[config.mk]
export PLATFORM = sky130hd
export DESIGN_NAME = path_reader
export DESIGN_NICKNAME = d
export VERILOG_FILES = /design/src/rtl/path_reader.sv
export SDC_FILE = /design/constraint.sdc
export NUM_CORES = 1
export LEC_CHECK = 0
export ABC_AREA = 1
export CAP_MARGIN = 10
export CORE_MARGIN = 4
export CORE_UTILIZATION = 43
export CTS_CLUSTER_DIAMETER = 40
export DETAILED_ROUTE_END_ITERATION = 8
export SLEW_MARGIN = 20
export SYNTH_ARGS = -nofsm -noshare
export SYNTH_HDL_FRONTEND = slang
export SYNTH_SLANG_ARGS = --single-unit
[constraint.sdc]
create_clock -name clk -period 6.05 [get_ports clk]
set_clock_uncertainty 0.05 [all_clocks]
set_input_delay 1.21 -clock clk [delete_from_list [all_inputs] [get_ports clk]]
set_output_delay 1.21 -clock clk [all_outputs]
set_load 0.02 [all_outputs]
[src/rtl/path_reader.sv]
// path_reader: drains a location stack into a local path buffer, then
// replays the buffer in reverse pop order so the path comes out start-to-end.
// Each popped entry takes three cycles (CHK -> POP -> CAP). The replay phase
// can emit one word per cycle when the downstream keeps outReady high.
module path_reader #(
    parameter int W     = 8,
    parameter int DEPTH = 64,
    localparam int CW   = $clog2(DEPTH + 1),
    localparam int IW   = $clog2(DEPTH)
) (
    input  logic          clk,
    input  logic          rst,
    input  logic          start,
    input  logic          stkEmpty,
    input  logic [W-1:0]  stkLoc,
    output logic          stkPop,
    output logic [W-1:0]  outLoc,
    output logic          outValid,
    input  logic          outReady,
    output logic [CW-1:0] pathLen,
    output logic          busy,
    output logic          done,
    output logic          ovf
);

    typedef enum logic [2:0] {
        IDLE,
        CHK,
        POP,
        CAP,
        EMIT,
        DONE
    } state_t;

    state_t        state_q, state_d;
    logic [CW-1:0] cnt_q, cnt_d;
    logic [IW-1:0] idx_q, idx_d;
    logic [CW-1:0] len_q, len_d;
    logic          ovf_q, ovf_d;
    logic          wr_en;

    // Path storage. It has no reset: replay only reads slots written during
    // the current drain.
    logic [W-1:0]  path_mem [DEPTH];

    // State register and counters, cleared asynchronously
    always_ff @(posedge clk or posedge rst) begin
        if (rst) begin
            state_q <= IDLE;
            cnt_q   <= '0;
            idx_q   <= '0;
            len_q   <= '0;
            ovf_q   <= 1'b0;
        end else begin
            state_q <= state_d;
            cnt_q   <= cnt_d;
            idx_q   <= idx_d;
            len_q   <= len_d;
            ovf_q   <= ovf_d;
        end
    end

    // Next-state logic: drain the stack, then walk the buffer back to slot 0
    always_comb begin
        state_d = state_q;
        cnt_d   = cnt_q;
        idx_d   = idx_q;
        len_d   = len_q;
        ovf_d   = ovf_q;
        wr_en   = 1'b0;
        unique case (state_q)
            IDLE, DONE: begin
                if (start) begin
                    cnt_d   = '0;
                    len_d   = '0;
                    ovf_d   = 1'b0;
                    state_d = CHK;
                end
            end
            CHK: begin
                if (stkEmpty) begin
                    if (cnt_q == '0) begin
                        state_d = DONE;
                    end else begin
                        idx_d   = IW'(cnt_q - 1'b1);
                        state_d = EMIT;
                    end
                end else if (cnt_q == CW'(DEPTH)) begin
                    // Buffer is full but the stack still has entries:
                    // stop without popping and flag the overflow.
                    ovf_d   = 1'b1;
                    state_d = DONE;
                end else begin
                    state_d = POP;
                end
            end
            POP: begin
                state_d = CAP;
            end
            CAP: begin
                wr_en   = 1'b1;
                cnt_d   = cnt_q + 1'b1;
                len_d   = cnt_q + 1'b1;
                state_d = CHK;
            end
            EMIT: begin
                if (outReady) begin
                    if (idx_q == '0) begin
                        state_d = DONE;
                    end else begin
                        idx_d = idx_q - 1'b1;
                    end
                end
            end
            default: begin
                state_d = IDLE;
            end
        endcase
    end

    // Capture the stack word that appears the cycle after the pop
    always_ff @(posedge clk) begin
        if (wr_en) begin
            path_mem[cnt_q[IW-1:0]] <= stkLoc;
        end
    end

    // Moore outputs decoded from the current state
    always_comb begin
        stkPop   = (state_q == POP);
        outValid = (state_q == EMIT);
        outLoc   = (state_q == EMIT) ? path_mem[idx_q] : '0;
        busy     = (state_q != IDLE) && (state_q != DONE);
        done     = (state_q == DONE);
        pathLen  = len_q;
        ovf      = ovf_q;
    end

endmodule

==> out/qor.txt <==
outcome: finished, final reports clean
antenna violations before repair: 0
post-CTS setup repair buffer count: 0
final layout net count: 1954
Initial Utilization: 43.8%
reg2reg start: state_q[2]$_DFFE_PP0P_
Final Wtd Congestion: 0.903
Final setup viols: 0
Mapped Nets: 1936
adder-cell share of the synthesized area: 0.170%
CTS-repair resized insts: 0
Hold Startpoint: ovf$_DFFE_PP0P_
TritonCTS Buffers: 72
R2R setup slack: 2.83 ns
Simple-Gate Fraction of Synth Area: 21.2%
Storage cell area: 15800 um^2
I/O pin count: 33
grt total ovfl: 0
area share of the largest cell type after synthesis: 69.5%
post-synth cell types: 39
Area Overhead vs Synth: 14.4%
Mapped Area: 22100 um^2
Die W: 235 um
total number of vias: 14694
worst-skew pair later-pin latency: 0.60 ns
maxcap violations: 0
Setup Slack @ Placement: 0.951 ns
cell taking the most area after synthesis: edfxtp_1
Synth Area in Compound Gates: 3.20%
Die ar.: 55100 um^2
DRC viols: 0
synth cell count leaders: 604 x nand2_1, 512 x edfxtp_1, 356 x nand3_1
Max Clock Freq: 171 MHz
final wirelength: 57.7 mm
Critical Path AT: 4.58 ns
Async SR Flop Fraction: 3.21%
Global Route Usage Sum: 20.6%
1st-iter DRT viols: 1499
largest net degree at the start of global routing: 194
Max Buffers Root-to-Sink: 3
clk slew on worst S/H paths: 0.05 ns
global-route wire length before repair: 87.9 mm
Worst EP required: 4.79 ns
Cells after Synth: 1920
Tmin final: 5.84 ns
Mean Syn Cell Area: 11.5 um^2
Synth Area in XOR/XNOR: 0.0792%
pwr dens: 460 nW/um^2
number of synthesized flops with an enable pin: 512
FF+latch count, synth: 529
crit path kind: reg -> out
PortBufs: 32
hold depth: 1
Worst-Margin Slew: 1.11 ns
multi-input logic area: 5470 um^2
DP HPWL: 32.1 mm
Hold Buf Count CTS: 0
Tcrit/Tclk final: 96.5%
largest family of logic cells by synthesized area: simple AND/OR/NAND/NOR gates
Synth Flop Type: edfxtp_1
post-route ant nets: 0
most frequent cell after synthesis: nand2_1
worst setup margin: 0.212 ns
Fin Setup TNS: 0 ns
fillcell total: 4463
Max VDD drop: 0.000342 V
First-pass DRT Iterations: 6
unrepaired setup endpoints after global routing: false
R2R Path End: path_mem[42][4]$_DFFE_PP_
Critical Path Fanout Max: 60
CTS tree: done
per-cell routed wire length: 21.6 um
clock root buffer: clkbuf_16
Vias/cell: 5.51
Rows: 82
Yosys Warn Count: 0
Hold Path End: ovf$_DFFE_PP0P_
total core area: 50500 um^2
CP startpoint kind: flop
Clock Sinks: 529
worst rel slew slack: 26.0%
vias in the first global route: 14448
Die Span Y: 235 um
H-tree depth: 3
crit end category: output pin
top cells by area, synth: edfxtp_1 70%, nand2_1 10%, nand3_1 8.1%
Leak: 9.05 nW
final hold violation count: 0
layout cell share with drive strength beyond 1: 9.12%
max-slew violations: 0
mux contribution to synthesized area: 0%
Seq/Total Area, Yosys: 71.4%
worst-case reg-to-reg path depth: 5
worst hold path class: reg -> reg
[cell usage in the layout (no fill, tap or decap), types with 15 or more instances in the layout]
master	netlist	layout
a21oi_1	49	49
buf_4	26	29
clkbuf_16	0	77
clkdlybuf4s50_1	0	24
clkinv_2	0	15
edfxtp_1	512	512
inv_1	24	23
nand2_1	604	604
nand3_1	356	356
nor2_1	124	124
o21ai_0	43	43
o31ai_1	15	15
[sequential cells by signal, summed over array words and instances, names as in the netlist]
signal and flops:
pathLen 7, state_q 3, idx_q 6, ovf 1, path_mem 512
[cells by family after synthesis]
kind of cell | after synthesis
AND/OR/NAND/NOR | 1110
flip-flops | 529
buffers and inverters | 150
AO/OA/AOI/OAI | 126
adder cells (fa/ha/maj) | 3
XOR/XNOR | 2
[report_power, final]
part           total, mW  switching [mW]  internal [mW]
combinational       3.08            2.20          0.876
clock               4.36            1.64           2.73
sequential          4.21           0.139           4.07
total               11.7            3.98           7.68
[through the flow]
step                      hold WS, ns  power (mW)  cells  util (%)  cell area, um^2
after floorplan                 0.523        6.43   1920         -            22100
final                           0.436        11.7   2669      50.1            25300
after CTS                       0.441        11.7   2668      50.1            25300
after global routing            0.445        12.2   2668      50.1            25300
after global placement          0.425        7.33   2536      45.2            22800
after detailed placement        0.429        7.34   2536      45.2            22800
[per-layer routing]
| layer | vias to the layer above | track usage (%) | routed length (um) | part of all wire, % |
|---|---|---|---|---|
| li1 | 6809 | - | - | - |
| met2 | 590 | 32.1 | 26900 | 47 |
| met3 | 109 | 4.66 | 4770 | 8.3 |
| met1 | 7186 | 28.8 | 24400 | 42 |
| met5 | - | 0 | 0 | 0 |
| met4 | 0 | 7.05 | 1690 | 2.9 |
[critical path: stages, from the launching register on]
cell	delay [ns]
dfrtp_4	0.86
clkinv_2	0.62
buf_12	0.36
nand3_1	0.12
nand3_1	0.12
nand2_1	0.11
nand2_1	0.07
nand3_1	0.26
nand3_1	0.12
a21oi_1	0.58
clkdlybuf4s50_1	0.73
[layout make-up]
type | count | area share (%)
inverters | 29 | 0.455
clock buffers | 81 | 7.67
diodes | 1 | 0.00989
clock inverters | 51 | 2.20
multi-input cells | 1241 | 21.6
repair buffers | 65 | 2.28
well taps | 672 | 3.32
flip-flops and latches | 529 | 62.5
[worst max-delay path by stage]
stage	start	depth (start not counted)	slack, ns	end
2_1_floorplan	idx_q[0]$_DFFE_PP0P_	12	3.18	outLoc[7]
3_3_place_gp	idx_q[1]$_DFFE_PP0P_	10	0.98	outLoc[6]
3_5_place_dp	idx_q[1]$_DFFE_PP0P_	10	0.95	outLoc[6]
4_1_cts	idx_q[1]$_DFFE_PP0P_	10	0.29	outLoc[2]
5_1_grt	idx_q[1]$_DFFE_PP0P_	10	0.003	outLoc[6]
6_report	idx_q[1]$_DFFE_PP0P_	10	0.21	outLoc[6]
No activity file was read; power rests on OpenSTA's default activity.
